<file path="src/rtl/fetch_control_unit.sv">
// Fetch-stage sequencer: PC/IF-ID write enables, flush and redirect selects, halt and debug single-step.
// Define FETCH_PERF_CNT_EN to build the saturating stall/flush performance counters; otherwise they read 0.
module fetch_control_unit #(
  parameter int FLUSH_CYCLES = 1,
  parameter int CNT_W        = 16
) (
  input  logic             clk,
  input  logic             reset,
  input  logic             inMemReadEx,
  input  logic [4:0]       inRtEx,
  input  logic [4:0]       inRsId,
  input  logic [4:0]       inRtId,
  input  logic             inBranchTaken,
  input  logic             inJumpId,
  input  logic             inHaltId,
  input  logic             inRunMode,
  input  logic             inStepReq,
  output logic             outPCWrite,
  output logic             outIF_IDWrite,
  output logic             outIF_Flush,
  output logic             outPCSrc,
  output logic             outJump,
  output logic             outEnable,
  output logic             outHalted,
  output logic [CNT_W-1:0] outStallCnt,
  output logic [CNT_W-1:0] outFlushCnt
);

  typedef enum logic [1:0] {RUN, FLUSH, STEP_WAIT, HALT} stateT;

  localparam logic [2:0] FLUSH_LOAD  = 3'(FLUSH_CYCLES - 1);
  localparam bit         MULTI_FLUSH = (FLUSH_CYCLES > 1);

  stateT      state, nextState;
  logic [2:0] flushLeft, nextFlushLeft;
  logic       firstCycle;
  logic       stepReqQ;
  logic       hazard;
  logic       stepEdge;
  logic       waitForStep;
  stateT      modeState;

  assign hazard   = inMemReadEx && (inRtEx != 5'd0) &&
                    ((inRtEx == inRsId) || (inRtEx == inRtId));
  assign stepEdge = inStepReq && !stepReqQ;
  // Leaving reset with single-step selected must not execute a free cycle first.
  assign waitForStep = (state == STEP_WAIT) || ((state == RUN) && firstCycle && !inRunMode);
  assign modeState   = inRunMode ? RUN : STEP_WAIT;

  always_ff @(posedge clk or negedge reset) begin
    if (!reset) begin
      state      <= RUN;
      flushLeft  <= 3'd0;
      firstCycle <= 1'b1;
      stepReqQ   <= 1'b0;
    end else begin
      state      <= nextState;
      flushLeft  <= nextFlushLeft;
      firstCycle <= 1'b0;
      stepReqQ   <= inStepReq;
    end
  end

  always_comb begin
    nextState     = state;
    nextFlushLeft = flushLeft;
    outPCWrite    = 1'b0;
    outIF_IDWrite = 1'b0;
    outIF_Flush   = 1'b0;
    outPCSrc      = 1'b0;
    outJump       = 1'b0;
    outEnable     = 1'b0;
    outHalted     = 1'b0;
    case (state)
      RUN, STEP_WAIT: begin
        if (waitForStep && !stepEdge) begin
          nextState = modeState;
        end else if (inHaltId) begin
          nextState = HALT;
        end else if (hazard) begin
          outEnable = 1'b1;
          nextState = modeState;
        end else if (inBranchTaken || inJumpId) begin
          // The redirect cycle itself is the first flush cycle; extra bubbles go through FLUSH.
          outPCWrite  = 1'b1;
          outIF_Flush = 1'b1;
          outEnable   = 1'b1;
          outJump     = inJumpId;
          outPCSrc    = inBranchTaken && !inJumpId;
          if (MULTI_FLUSH) begin
            nextState     = FLUSH;
            nextFlushLeft = FLUSH_LOAD;
          end else begin
            nextState = modeState;
          end
        end else begin
          outPCWrite    = 1'b1;
          outIF_IDWrite = 1'b1;
          outEnable     = 1'b1;
          nextState     = modeState;
        end
      end
      FLUSH: begin
        outPCWrite    = 1'b1;
        outIF_Flush   = 1'b1;
        outEnable     = 1'b1;
        nextFlushLeft = flushLeft - 3'd1;
        if (flushLeft <= 3'd1) begin
          nextState = modeState;
        end
      end
      HALT: begin
        outHalted = 1'b1;
      end
      default: begin
        nextState = RUN;
      end
    endcase
    if (!reset) begin
      outPCWrite    = 1'b0;
      outIF_IDWrite = 1'b0;
      outIF_Flush   = 1'b1;
      outPCSrc      = 1'b0;
      outJump       = 1'b0;
      outEnable     = 1'b0;
      outHalted     = 1'b0;
    end
  end

`ifdef FETCH_PERF_CNT_EN
  logic [CNT_W-1:0] stallCnt, flushCnt;
  logic             stallInc, flushInc;

  // A load-use stall is the only case that keeps the latch enabled while freezing the PC.
  assign stallInc = reset && outEnable && !outPCWrite;
  assign flushInc = reset && outIF_Flush;

  always_ff @(posedge clk or negedge reset) begin
    if (!reset) begin
      stallCnt <= '0;
      flushCnt <= '0;
    end else begin
      if (stallInc && !(&stallCnt)) stallCnt <= stallCnt + 1'b1;
      if (flushInc && !(&flushCnt)) flushCnt <= flushCnt + 1'b1;
    end
  end

  assign outStallCnt = stallCnt;
  assign outFlushCnt = flushCnt;
`else
  assign outStallCnt = '0;
  assign outFlushCnt = '0;
`endif

endmodule

</file>
<file path="config.mk">
export PLATFORM = sky130hd
export DESIGN_NAME = fetch_control_unit
export DESIGN_NICKNAME = d
export VERILOG_FILES = /design/src/rtl/fetch_control_unit.sv
export SDC_FILE = /design/constraint.sdc
export NUM_CORES = 1
export LEC_CHECK = 0
export CORE_MARGIN = 3
export CORE_UTILIZATION = 30
export CTS_CLUSTER_DIAMETER = 120
export DETAILED_ROUTE_END_ITERATION = 7
export PLACE_DENSITY = 0.74
export SETUP_SLACK_MARGIN = 0.02
export SYNTH_ARGS = -nofsm -noshare
export SYNTH_HDL_FRONTEND = slang
export SYNTH_SLANG_ARGS = --single-unit
</file>
<file path="constraint.sdc">
create_clock -name clk -period 1.9 [get_ports clk]
set_clock_uncertainty 0.15 [all_clocks]
set_input_delay 0.38 -clock clk [delete_from_list [all_inputs] [get_ports clk]]
set_output_delay 0.38 -clock clk [all_outputs]
set_load 0.02 [all_outputs]
</file>
* Word level (Yosys, flattened, before mapping)
Cells that the tools add are included.
Cells by class: add/subtract/negate cells 1, div/mod/pow operators 0, muxes and demuxes 40, eq/ne operators 6, reduce and logical (&&, ||, !) cells 19, multiply operators 0, $lt $le $gt $ge 1, shift-type cells 0, bitwise logic cells 0
Operators by type and width (count):
- two-way mux 1 bit | 32
- == test 5 bit | 2
- two-way mux 2 bit | 4
- logical AND 1 bit | 7
- one-hot mux 1 bit (2 select lines) | 3
- nonzero test 5 bit | 1
- == test 2 bit, second input constant | 2
- zero test 1 bit | 4
- one-hot mux 2 bit (2 select lines) | 1
- less-or-equal comparator 3 x 1 -> 1 bit, second input constant | 1
- logical OR 1 bit | 3
- subtractor 3 x 1 -> 3 bit, second input constant | 1
- == test 2 x 1 -> 1 bit, second input constant | 1
- zero test 2 bit | 1
- inequality test 2 bit, second input constant | 1
- AND reduction 2 bit | 1
- nonzero test 2 bit | 1
- OR reduction 2 bit | 1
Word-level totals: ROM bits 0, input port bits 23, memory bits (writable) 0, output and inout port bits 39, bits in latches 0, word-level logic and storage cells 71, memories kept 0, flip-flop bits (word level) 7

* Longest topological paths before layout
depth after elaboration 8, depth in mapped cells 5, mapped depth without buffers 5

* Worst setup path after synthesis
Ideal clock, no wire load.
kind input port to output port, start input inRtEx[1], end output outIF_IDWrite, data required time 1.370 ns, stages 3, buffers on the path 0, path slack -0.383 ns, arrival time 1.753 ns, path through or4_1 o21a_2 a2111oi_2
On the way: longest elaborated chain between the ends 8, elaborated cells on any way between the ends 11, classes of those cells eq/ne: 2; mux: 5; reduce/logical: 4
RTL lines:
- start, declared | line 10 | input logic [4:0] inRtEx,
- == test 5 bit / nonzero test 5 bit (equally long branches) | line 44, 43
- logical OR 1 bit / logical AND 1 bit (equally long branches) | line 44, 43
- logical AND 1 bit * | line 43 | assign hazard = inMemReadEx && (inRtEx != 5'd0) &&
- two-way mux 1 bit * | line 80 | end else if (hazard) begin
- two-way mux 1 bit * | line 78 | end else if (inHaltId) begin
- two-way mux 1 bit * | line 76 | if (waitForStep && !stepEdge) begin
- two-way mux 1 bit * | line 74 | case (state)
- two-way mux 1 bit * | line 119 | if (!reset) begin
- end, declared | line 19 | output logic outIF_IDWrite,
Mark *: on every way between the ends. The rest lies on a longest branch, timed or not.

* Final worst setup path
start input inRtEx[3], end output outPCWrite
On the way: longest elaborated chain between the ends 8, elaborated cells on any way between the ends 11, classes of those cells eq/ne: 2; mux: 5; reduce/logical: 4
RTL lines:
- == test 5 bit / nonzero test 5 bit (equally long branches) | line 44, 43
- logical OR 1 bit / logical AND 1 bit (equally long branches) | line 44, 43
- logical AND 1 bit * | line 43
- two-way mux 1 bit * | line 80
- two-way mux 1 bit * | line 78
- two-way mux 1 bit * | line 76
- one-hot mux 1 bit (2 select lines) * | line 74
- two-way mux 1 bit * | line 119
- end, declared | line 18 | output logic outPCWrite,
Marked as above.

==> flow_summary.rst <==
.. list-table::
   :header-rows: 1

   * - Metric
     - Value
   * - Peak clock frequency supported by timing
     - 435.0 MHz
   * - TritonCTS Buffers
     - 3
   * - Internal power
     - 0.6311 mW
   * - Failing checks
     - negative setup slack
   * - Clock tree root driver cell
     - sky130_fd_sc_hd__clkbuf_4
   * - DIE HEIGHT
     - 57.83 um
   * - Clock-pin slew on the worst setup and hold paths
     - 50 ps
   * - Dominant register cell in the synthesized netlist
     - sky130_fd_sc_hd__dfrtp_1
   * - Final hold violations
     - 0
   * - Pwr/cell area
     - 844.3 mW/mm^2
   * - Fin worst setup slack
     - -398.6 ps
   * - Sort of element at the end of the critical path
     - output port
   * - Most frequent cell after synthesis
     - sky130_fd_sc_hd__buf_4
   * - Setup repair after global routing missed its margin
     - yes
   * - Antenna cells
     - 0
   * - Per-instance average area after synthesis
     - 8.307 sq um
   * - Vias in the first global route
     - 699
   * - WL final
     - 1965 um
   * - Clock tree from TritonCTS
     - done
   * - Initial standard-cell utilization of the core
     - 0.3194
   * - Detailed-routing iteration count for the pre-antenna-repair pass
     - 2
   * - Slowest Stage Delay on Critical Path
     - 520 ps
   * - Worst min path class
     - in -> async
   * - Aggregate global routing overflow
     - 0
   * - Net count of the finished layout
     - 176
   * - Yosys warns
     - 0
   * - Buffers added on ports
     - 29
   * - Register area share after synthesis
     - 0.2189
   * - Die Outline Area
     - 0.003344 sq mm
   * - Routability-driven placement congestion ratio
     - 0.8313
   * - CTS sink count
     - 7
   * - HPWL after detailed placement
     - 1617 um
   * - Setup violators final
     - 6
   * - CP Data Required Time
     - 1370 ps
   * - Time the worst path needs with I/O delays and setup
     - 2299 ps
   * - Boundary Pins
     - 62
   * - Fraction of registers with async set/reset
     - 1.000
   * - Overall fraction of global-route tracks in use
     - 0.1195
   * - Drt wl/cell
     - 10.92 um
   * - Synth area leaders
     - sky130_fd_sc_hd__buf_4 (30%), sky130_fd_sc_hd__dfrtp_1 (19%), sky130_fd_sc_hd__xnor2_1 (13%)
   * - Share of post-route cells with drive strength above 1
     - 0.3333
   * - Antenna violations before repair
     - 0
   * - Combinational share of power
     - 0.634
   * - Placement Rows
     - 18
   * - Top cell type by total area after synthesis
     - sky130_fd_sc_hd__buf_4
   * - Data arrival time at the worst-slack endpoint
     - 1770 ps
   * - Total net switching power
     - 0.4580 mW
   * - Total vias in the final route
     - 757
   * - Ratio of final minimum period to clock period
     - 1.210
   * - Reg-to-reg slack, setup
     - 360 ps
   * - Reported leakage power
     - 0.6262 nW
   * - Register bit total from synthesis
     - 7
   * - Sequential share of power
     - 0.237
   * - Critical-path cell list
     - buf_6 -> or4_4 -> o21a_4 -> and2_4 -> a221oi_4 -> buf_6
   * - Vias per cell
     - 4.206
   * - Post-Route Setup TNS
     - -1806 ps
   * - Skew-Pair Late Insertion Delay
     - 260 ps
   * - Peak fanout along the critical path
     - 4
   * - Number of max-capacitance violations reported
     - 0
   * - Sw frac
     - 0.4206
   * - Wire length of the first global-routing pass
     - 3015 um
   * - # H-tree levels
     - 1
   * - Pin count of the biggest net entering global routing
     - 8
   * - Fin. max-slew vios
     - 0
   * - Top cell family by delay on the critical path
     - simple AND/OR/NAND/NOR gates
   * - Violation count after the first detailed-routing iteration
     - 12
   * - Final antenna-violating net count
     - 0
   * - Synth Instances
     - 97
   * - Hold slack
     - 200.2 ps
   * - Fraction of synthesized cell area taken by the top area cell type
     - 0.2981
   * - Number of synthesized flops with an enable pin
     - 0
   * - # DRC
     - 0
   * - Maximum buffer depth of the clock tree
     - 2
   * - CTS Hold Buffers Added
     - 0
   * - Clock group share of total power
     - 0.129
   * - Post-synth cell types
     - 30
   * - Area Overhead vs Synth
     - 60.09%
   * - Area of the core region
     - 0.002522 sq mm
   * - Worst setup SP type
     - input pin
   * - Max IR drop VDD
     - 0.4645 mV
   * - Cell type of the slowest stage on the worst timing path
     - sky130_fd_sc_hd__or4_4
   * - Category of the most critical setup path
     - in -> out
   * - Count of buffering cells on the critical path with inverters included
     - 2
   * - Synth Cell Area
     - 805.8 sq um
   * - Most common cell on crit path
     - sky130_fd_sc_hd__buf_6
   * - Horizontal extent of the die
     - 57.83 um
   * - Result of the run
     - finished, violations left
   * - Most frequent cells after synthesis
     - sky130_fd_sc_hd__buf_4 (32), sky130_fd_sc_hd__xnor2_1 (12), sky130_fd_sc_hd__inv_1 (7), sky130_fd_sc_hd__nand2_1 (7), sky130_fd_sc_hd__dfrtp_1 (6)
## layer usage
metal,wire length (um),up-vias,GRT usage
met2,987,41,0.2065
met5,0,-,0
met3,241,5,0.04677
met4,33,0,0.05960
met1,704,349,0.1253
li1,-,362,-
## through the flow
step	utilization	std cells	power [mW]	worst slack, ps	area, sq um
final	0.5114	180	1.089	-398.6	1290
after global routing	0.5114	180	1.175	-430.7	1290
after CTS	0.5015	180	1.080	-446.2	1265
after detailed placement	0.4821	174	0.9152	-1281	1216
after global placement	0.4821	174	0.8932	-1266	1216
after floorplan	-	129	0.6778	-244.4	977.2
## registers in the layout (all words and copies together) (netlist names)
register,cells
firstCycle,1
state,2
stepReqQ,1
flushLeft,3
## worst min-delay path, cell delays in order
cell and delay, ps:
sky130_fd_sc_hd__dlygate4sd2_1 270, sky130_fd_sc_hd__buf_4 140, sky130_fd_sc_hd__buf_4 150
## kinds of logic after synthesis
| group | count (synthesis) | share of synthesized area |
|---|---|---|
| other | 1 | 0.004654 |
| AND/OR/NAND/NOR | 20 | 0.1289 |
| flip-flops | 7 | 0.2189 |
| buffers and inverters | 40 | 0.3354 |
| AO/OA/AOI/OAI | 15 | 0.1506 |
| XOR/XNOR | 12 | 0.1304 |
| adder cells (fa/ha/maj) | 2 | 0.03105 |
## power groups by stage
stage          sequential, mW  combinational (mW)  clock [mW]
2_1_floorplan           0.248               0.430           0
5_1_grt                 0.266               0.756       0.153
4_1_cts                 0.259               0.674       0.147
3_5_place_dp            0.258               0.657           0
6_report                0.258               0.690       0.140
3_3_place_gp            0.254               0.639           0
## area by class of cell
| class | instances | area (sq um) |
|---|---|---|
| Clock buffer | 4 | 26.28 |
| Fill cell | 244 | 1232 |
| Inverter | 7 | 26.28 |
| Multi-Input combinational cell | 82 | 576.8 |
| Sequential cell | 7 | 176.4 |
| Tap cell | 30 | 37.54 |
| Timing Repair Buffer | 50 | 446.7 |
## cell usage in the layout, fill, tap and decap left out, types with 2 or more instances in the layout
cell and instances:
sky130_fd_sc_hd__and3_1 2, sky130_fd_sc_hd__nand2_1 7, sky130_fd_sc_hd__conb_1 33, sky130_fd_sc_hd__clkdlybuf4s50_1 4
sky130_fd_sc_hd__o22ai_2 2, sky130_fd_sc_hd__nor2_1 2, sky130_fd_sc_hd__inv_1 7, sky130_fd_sc_hd__nand3_1 3
sky130_fd_sc_hd__xnor2_1 12, sky130_fd_sc_hd__dlygate4sd2_1 14, sky130_fd_sc_hd__buf_4 21, sky130_fd_sc_hd__clkbuf_4 3
sky130_fd_sc_hd__dfrtp_1 6, sky130_fd_sc_hd__buf_6 8, sky130_fd_sc_hd__ha_1 2
## final timing paths
| check | startpoint | to | depth (start not counted) |
|---|---|---|---|
| setup / recovery | inRtEx[3] | outPCWrite | 6 |
| hold / removal | reset | state[1] | 3 |
| setup reg to reg | firstCycle | state[1] | 5 |
| hold reg to reg | flushLeft[2] | flushLeft[2] | 1 |
| max in group asynchronous | reset | firstCycle | 3 |
| min in group clk | inStepReq | stepReqQ | 1 |
## what timing repair did
| action | 4_1_cts | 5_1_grt |
|---|---|---|
| gates resized for setup | 75 | 5 |
| pin swaps | 18 | 6 |
| endpoints found under the setup margin | 7 | 6 |
| setup buffers | 2 | 0 |
| endpoints found under the hold margin | 0 | 0 |
Note: power is estimated with default switching activity, not from simulation.
